`src/rtl/serial_sub_5_1_pkg.sv`:
```
// Shared definitions for the bit-serial subtractor: state encoding and the
// default operand width it has in common with the registered ripple adder.
package serial_sub_5_1_pkg;

  localparam int DEFAULT_WIDTH = 5;

  typedef enum logic {
    ST_IDLE = 1'b0,
    ST_RUN  = 1'b1
  } state_e;

endpackage

```
`src/rtl/serial_sub_5_1_fs.sv`:
```
// One-bit full subtractor cell: Diff = A - B - Bin, Bout = borrow out.
module serial_sub_5_1_fs (
  input  logic A,
  input  logic B,
  input  logic Bin,
  output logic Diff,
  output logic Bout
);

  assign Diff = A ^ B ^ Bin;
  assign Bout = (~A & B) | (~(A ^ B) & Bin);

endmodule

```
`src/rtl/serial_sub_5_1.sv`:
```
// Bit-serial subtractor D = A - B, LSB first, one bit per clock through a
// single full-subtractor cell. Optional ovf output under SERIAL_SUB_OVF_EN.
module serial_sub_5_1
  import serial_sub_5_1_pkg::*;
#(
  parameter int WIDTH = DEFAULT_WIDTH
) (
  input  logic             clk,
  input  logic             rst_n,
  input  logic             start,
  input  logic [WIDTH-1:0] A,
  input  logic [WIDTH-1:0] B,
  output logic             busy,
  output logic             done,
  output logic [WIDTH-1:0] D,
  output logic             bout
`ifdef SERIAL_SUB_OVF_EN
  ,
  output logic             ovf
`endif
);

  localparam int              CNT_W = $clog2(WIDTH);
  localparam logic [CNT_W-1:0] LAST = CNT_W'(WIDTH - 1);

  state_e             state_q, state_d;
  logic [WIDTH-1:0]   a_sh_q, a_sh_d;
  logic [WIDTH-1:0]   b_sh_q, b_sh_d;
  logic [WIDTH-1:0]   d_sh_q, d_sh_d;
  logic               brw_q, brw_d;
  logic [CNT_W-1:0]   cnt_q, cnt_d;
  logic [WIDTH-1:0]   d_q, d_d;
  logic               bout_q, bout_d;
  logic               done_q, done_d;
  logic               fs_diff, fs_bout;
  logic [WIDTH-1:0]   d_shift;
  logic               last_bit;
`ifdef SERIAL_SUB_OVF_EN
  logic               ovf_q, ovf_d;
`endif

  serial_sub_5_1_fs u_fs (
    .A    (a_sh_q[0]),
    .B    (b_sh_q[0]),
    .Bin  (brw_q),
    .Diff (fs_diff),
    .Bout (fs_bout)
  );

  // New difference bit enters at the MSB; after WIDTH shifts bit 0 lands in D[0].
  assign d_shift  = (d_sh_q >> 1) | (WIDTH'(fs_diff) << (WIDTH - 1));
  assign last_bit = (cnt_q == LAST);

  always_ff @(posedge clk or negedge rst_n) begin
    if (!rst_n) begin
      state_q <= ST_IDLE;
    end else begin
      state_q <= state_d;
    end
  end

  always_comb begin
    state_d = state_q;
    case (state_q)
      ST_IDLE: begin
        if (start) state_d = ST_RUN;
        else       state_d = ST_IDLE;
      end
      ST_RUN: begin
        if (last_bit) state_d = ST_IDLE;
        else          state_d = ST_RUN;
      end
      default: state_d = ST_IDLE;
    endcase
  end

  always_comb begin
    busy = (state_q == ST_RUN);
  end

  always_comb begin
    a_sh_d = a_sh_q;
    b_sh_d = b_sh_q;
    d_sh_d = d_sh_q;
    brw_d  = brw_q;
    cnt_d  = cnt_q;
    d_d    = d_q;
    bout_d = bout_q;
    done_d = 1'b0;
`ifdef SERIAL_SUB_OVF_EN
    ovf_d  = ovf_q;
`endif
    case (state_q)
      ST_IDLE: begin
        if (start) begin
          a_sh_d = A;
          b_sh_d = B;
          brw_d  = 1'b0;
          cnt_d  = '0;
        end else begin
          a_sh_d = a_sh_q;
        end
      end
      ST_RUN: begin
        a_sh_d = a_sh_q >> 1;
        b_sh_d = b_sh_q >> 1;
        d_sh_d = d_shift;
        brw_d  = fs_bout;
        cnt_d  = cnt_q + CNT_W'(1);
        if (last_bit) begin
          d_d    = d_shift;
          bout_d = fs_bout;
          done_d = 1'b1;
`ifdef SERIAL_SUB_OVF_EN
          // Signed overflow: borrow into the sign stage differs from borrow out of it.
          ovf_d  = brw_q ^ fs_bout;
`endif
        end else begin
          done_d = 1'b0;
        end
      end
      default: done_d = 1'b0;
    endcase
  end

  always_ff @(posedge clk or negedge rst_n) begin
    if (!rst_n) begin
      a_sh_q <= '0;
      b_sh_q <= '0;
      d_sh_q <= '0;
      brw_q  <= 1'b0;
      cnt_q  <= '0;
      d_q    <= '0;
      bout_q <= 1'b0;
      done_q <= 1'b0;
`ifdef SERIAL_SUB_OVF_EN
      ovf_q  <= 1'b0;
`endif
    end else begin
      a_sh_q <= a_sh_d;
      b_sh_q <= b_sh_d;
      d_sh_q <= d_sh_d;
      brw_q  <= brw_d;
      cnt_q  <= cnt_d;
      d_q    <= d_d;
      bout_q <= bout_d;
      done_q <= done_d;
`ifdef SERIAL_SUB_OVF_EN
      ovf_q  <= ovf_d;
`endif
    end
  end

  assign done = done_q;
  assign D    = d_q;
  assign bout = bout_q;
`ifdef SERIAL_SUB_OVF_EN
  assign ovf  = ovf_q;
`endif

endmodule
```
`config.mk`:
```
export PLATFORM = sky130hd
export DESIGN_NAME = serial_sub_5_1
export DESIGN_NICKNAME = d
export VERILOG_FILES = /design/src/rtl/serial_sub_5_1_pkg.sv /design/src/rtl/serial_sub_5_1_fs.sv /design/src/rtl/serial_sub_5_1.sv
export SDC_FILE = /design/constraint.sdc
export NUM_CORES = 1
export LEC_CHECK = 0
export ABC_AREA = 1
export BUFFER_PORTS_ARGS = -buffer_cell sky130_fd_sc_hd__buf_2
export CAP_MARGIN = 20
export CORE_MARGIN = 2
export CORE_UTILIZATION = 40
export CTS_BUF_LIST = sky130_fd_sc_hd__clkbuf_16
export DETAILED_ROUTE_END_ITERATION = 10
export PLACE_DENSITY = 0.68
export SYNTH_ARGS = -nofsm -noshare
export SYNTH_HDL_FRONTEND = slang
export SYNTH_SLANG_ARGS = --single-unit
```
`constraint.sdc`:
```
create_clock -name clk -period 1.22 [get_ports clk]
set_input_delay 0.183 -clock clk [delete_from_list [all_inputs] [get_ports clk]]
set_output_delay 0.183 -clock clk [all_outputs]
set_load 0.02 [all_outputs]
```
# --- Yosys cells after proc, flatten, opt, wreduce, memory -nomap -nowiden ---
# Cells that the tools add are included.
totals:
  ff_bits: 27
  inputBits: 13
  out_inout_bits: 8
  word_cells: 35
op_classes:
  add_sub_neg: 1
  n_eq_ne: 2
  muxes: 13
  bitwise_logic: 9
  n_reduce_logical: 1
op_table:
  columns: ["operator", "n"]
  rows:
  - ["$pmux 5 s2", 2]
  - ["$mux 5", 2]
  - ["$pmux 3 s2", 1]
  - ["$mux 1", 5]
  - ["$or 4x5->5", 1]
  - ["$pmux 1 s2", 2]
  - ["$add 3x1->3 const B", 1]
  - ["$eq 3x3->1 const B", 1]
  - ["$mux 3", 1]
  - ["$not 1->1", 3]
  - ["$and 1x1->1", 2]
  - ["$ne 2x2->1 const B", 1]
  - ["$reduce_and 2->1", 1]
  - ["$xor 1x1->1", 2]
  - ["$or 1x1->1", 1]

# --- Depth between registers and ports, before layout ---
depth:
  depth_word: 5
  ltp_mapped: 6
  ltp_nobuf: 6

# --- Cells and area by module ---
# Synthesis repeated with hierarchy kept, for this count alone.
hier_totals:
  cells_unflattened: 127
  area_unflattened_um2: 1167.4
by_module_without_submodules:
  columns: ["module", "n_inst", "cells_per_inst", "area_each_um2", "seq_area_each_um2"]
  rows:
  - ["serial_sub_5_1", 1, 123, 1136.1, 650.6]
  - ["serial_sub_5_1_fs", 1, 4, 31.3, 0.0]

# --- Worst setup path before layout ---
# OpenSTA, ideal clock, no wires.
synth_timing:
  kind: "reg2reg"
  startpoint: "register b_sh_q[0]"
  endpoint: "register d_sh_q[4]"
  setup_time_ns: 0.127
  arrival_time_ns: 0.977
  required_time_ns: 1.093
  slack_ns: 0.116
  stages_incl_launch_ff: 5
  n_path_buf: 0
  synth_period_minus_slack_ns: 1.104
  cell_sequence: "dfrtp_1 > inv_1 > fa_1 > nand2_1 > o21ai_0"
synth_between:
  elab_chain_len: 3
synth_lines:
  columns: ["item", "line", "source"]
  rows:
  - ["from (decl)", "serial_sub_5_1.sv:28", "logic [WIDTH-1:0] b_sh_q, b_sh_d;"]
  - ["from (signal assigned)", "serial_sub_5_1.sv:141", "b_sh_q <= b_sh_d;"]
  - ["$xor 1x1->1 (2 in series)", "serial_sub_5_1_fs.sv:10", "assign Diff = A ^ B ^ Bin;"]
  - ["via fs_diff", "serial_sub_5_1.sv:35", "logic fs_diff, fs_bout;"]
  - ["$or 4x5->5", "serial_sub_5_1.sv:51", "assign d_shift = (d_sh_q >> 1) | (WIDTH'(fs_diff) << (WIDTH - 1));"]
  - ["to (signal assigned)", "serial_sub_5_1.sv:142", "d_sh_q <= d_sh_d;"]
  - ["to (decl)", "serial_sub_5_1.sv:29", "logic [WIDTH-1:0] d_sh_q, d_sh_d;"]
# The timed path passes the listed nets, and every way through them passes these cells.
# A chain may end at the register's enable or synchronous reset.

# --- Worst setup path in the final report ---
layout_timing:
  startpoint: "register brw_q"
  endpoint: "register d_sh_q[4]"
layout_between:
  elab_chain_len: 2
layout_lines:
  columns: ["item", "line", "source"]
  rows:
  - ["from (decl)", "serial_sub_5_1.sv:30", "logic brw_q, brw_d;"]
  - ["from (signal assigned)", "serial_sub_5_1.sv:143", "brw_q <= brw_d;"]
  - ["$xor 1x1->1", "serial_sub_5_1_fs.sv:10", null]
  - ["via fs_diff", "serial_sub_5_1.sv:35", null]
  - ["$or 4x5->5", "serial_sub_5_1.sv:51", null]
# The timed path passes the listed nets, and every way through them passes these cells.

==> summary.txt <==
Detailed routing
  – Initial DRT Pass Iterations: 4
  – Avg WL per Cell: approximately 11 µm
  – Drt first-iter violations: 27
  – Via count: a little under 900
  – Antenna Nets Post-Route: 0
  – Post-Route WL: about 1900 µm
  – Via/cell ratio: 4.916
  – Post-route DRC: 0

Synth
  – Post-Syn Instances: between 100 and 150
  – Syn Nets: 142
  – Top cells by area, synth: dfrtp_1 56%, nand2_1 18%, nand3_1 8.6%
  – Seq cells post-synth: 26
  – Yosys top cell area share: 0.5585
  – Ys Warns: 0
  – Mean Syn Cell Area: about 9 µm²
  – Seq/Total Area, Yosys: 0.5585
  – Distinct cell type count after synthesis: 13
  – Biggest area consumer among synthesized cells: dfrtp_1
  – Cell area after synthesis: approximately 1200 µm²

Global routing
  – Vias in the first global route: between 800 and 900
  – Global-route wire length before repair: roughly 3600 µm
  – GRT overflow: 0
  – Initial antenna violation count: 0
  – Busiest layer in global routing: met2
  – GR Util met3: 0.04911
  – Met2 usage: 0.2338
  – Gr usage total: 0.1390
  – Largest net degree at the start of global routing: 27
  – Met1 Usage GRT: 0.1715

Layout
  – Antenna Cells: 0
  – Syn-to-layout area delta: 17.29%
  – Seq. cell area: roughly 650 µm²
  – Nets@finish: 164
  – Share of cells above drive strength 1: 0.2041
  – Area of the multi-input gates: between 400 and 500 µm²
  – # fillers: between 200 and 300

STA
  – Final Skew: ~0.0013 ns
  – RSZ-0062 raised after global routing: no
  – Setup TNS: 0 ns
  – Final period util: 0.9371
  – Final slew viol count: 0
  – Slew HR: 0.6214
  – Min Clock Period, post-route: approximately 1.1 ns
  – Final hold viol count: 0
  – Slew of the pin with the lowest slew margin: between 0.5 and 0.6 ns
  – Final WS setup: 0.07677 ns
  – Count of final setup violators: 0
  – Fmax: between 800 and 900 MHz

Power and ir drop
  – Pleak: about 0.73 nW
  – Pwr Total: about 3.5 mW
  – Power Density: 2568 nW/µm²
  – Max IR drop VDD: approximately 1800 µV

Worst setup path
  – CP delay by family, top: adder cells
  – CP peak stage delay: ~0.5 ns
  – Crit-path slowest cell: fa_1
  – CP Buf/Inv Count: 1
  – CP cell instances: inv_1 > fa_1 > nand2_1 > o21ai_0
  – Crit path from: brw_q$_DFFE_PN0P_
  – Crit path DAT: roughly 1.3 ns
  – Startpoint types: flop
  – Number of cells on the critical path: 4
  – Worst Setup End Kind: flop
  – Setup crit end: d_sh_q[4]$_DFFE_PN0P_
  – Reg-to-reg critical path startpoint: brw_q$_DFFE_PN0P_
  – Setup Crit Path Kind: reg2reg
  – CP max FO: 2
  – Reg-to-reg endpoint: d_sh_q[4]$_DFFE_PN0P_
  – Worst path required time: 1.36 ns
  – Reg2reg path depth: 4
  – Worst R2R Setup Slack: 0.08 ns

Clock network
  – Inserted Clock Buffers: 3
  – Post-CTS setup buffer count: 0
  – Max Root-Sink Buffers: 2
  – Later-pin clock latency in the skew report: 0.25 ns
  – Root Buffer: clkbuf_16
  – CTS clock-pin slew for the worst setup and hold paths: approximately 0.060 ns
  – H-tree depth: 1
  – Clk sinks: 26
  – TritonCTS clock tree: done

Floorplan
  – Die span in y: ~58 µm
  – Core ar.: 2758 µm²
  – Cell Rows: 19
  – Die X: around 58 µm
  – I/O Pins: 21
  – Starting Density: 0.4224
  – Full die area: between 3000 and 4000 µm²

Run
  – Max-cap viol count: 0

Min path
  – Worst Hold Class: in2reg

Status
  – Status: complete, no violations

Placement
  – Gp weighted congestion: 0.7056
  – Port Buf Inserts: 20
  – Placement Setup Slack: about 0.067 ns
  – DPL Wire Length: around 1400 µm
==> layout by cell type (no fill, tap or decap), drive strengths merged <==
| master | synthesis | layout |
|---|---|---|
| nand2 | 56 | 56 |
| dfrtp | 26 | 26 |
| buf | 5 | 21 |
| nand3 | 20 | 20 |
| inv | 9 | 9 |
| o21ai | 4 | 4 |
| clkbuf | 0 | 3 |
| nor2 | 3 | 3 |
| ha | 2 | 2 |
| fa | 1 | 1 |
| clkinv | 0 | 1 |
| dlygate4sd3 | 0 | 1 |
==> worst min path at each step <==
stage | startpoint | endpoint | slack [ns] | depth (start not counted)
floorplan | rst_n | D[0]$_DFFE_PN0P_ | -0.11 | 0
global placement | rst_n | done$_DFF_PN0_ | 0.20 | 1
detailed placement | rst_n | done$_DFF_PN0_ | 0.21 | 1
CTS | A[4] | a_sh_q[4]$_DFFE_PN0P_ | 0.16 | 3
global route | A[3] | a_sh_q[3]$_DFFE_PN0P_ | 0.18 | 3
finish | A[4] | a_sh_q[4]$_DFFE_PN0P_ | 0.16 | 3
==> synth_stat cells (all sizes together) <==
| master | count |
|---|---|
| nand3 | 20 |
| inv | 9 |
| o21ai | 4 |
| buf | 5 |
| dfrtp | 26 |
| ha | 2 |
| fa | 1 |
| nor2 | 3 |
| nand2 | 56 |
==> worst min-delay path, cell delays in order <==
cell	delay (ns)
buf_2	0.07
nand3_1	0.06
nand2_1	0.06
==> cells by family (layout without fill, tap and decap cells) <==
kind of cell / after synthesis / after routing / synth area share
AO/OA/AOI/OAI: 4 / 4 / 0.01719
adder cells (fa/ha/maj): 3 / 3 / 0.03867
buffers and inverters: 14 / 35 / 0.08163
flip-flops: 26 / 26 / 0.5585
AND/OR/NAND/NOR: 79 / 79 / 0.3040
==> sequential cells by signal (all words and copies together) (netlist names) <==
signal / count
bout: 1
busy: 1
d_sh_q: 4
D: 5
done: 1
b_sh_q: 5
cnt_q: 3
a_sh_q: 5
brw_q: 1
==> layer usage <==
metal  share of wire  wire length, µm
met1            0.44              849
met2            0.50              961
met3           0.059              114
met4          0.0067               13
met5               0                0
==> metrics by stage <==
step	utilization	instance area, µm²	hold WS, ns	instances
6_report	0.4955	1366	0.1592	178
5_1_grt	0.4955	1366	0.1845	178
3_5_place_dp	0.4596	1267	0.2116	173
2_1_floorplan	-	1165	-0.1126	126
4_1_cts	0.4918	1356	0.1558	178
3_3_place_gp	0.4596	1267	0.2006	173
==> where the power goes <==
group	total, mW	leakage [nW]	internal (mW)	switching [mW]
Clock	0.704	0.0385	0.438	0.267
Combinational	1.36	0.363	0.518	0.844
Sequential	1.44	0.332	1.23	0.218
==> cell type report <==
cell class / count / area share
timing repair buffer: 22 / 0.09524
clock inverter: 1 / 0.002747
sequential: 26 / 0.4762
clock buffer: 3 / 0.05495
tap: 31 / 0.02839
multi-input combinational: 86 / 0.3141
inverter: 9 / 0.02839
==> timing repair <==
item | in CTS | in global routing
endpoints found under the setup margin | 0 | 7
resized for setup | 0 | 3
endpoints found under the hold margin | 26 | 0
hold buffers | 1 | 0
Note: power is estimated with default switching activity, not from simulation.
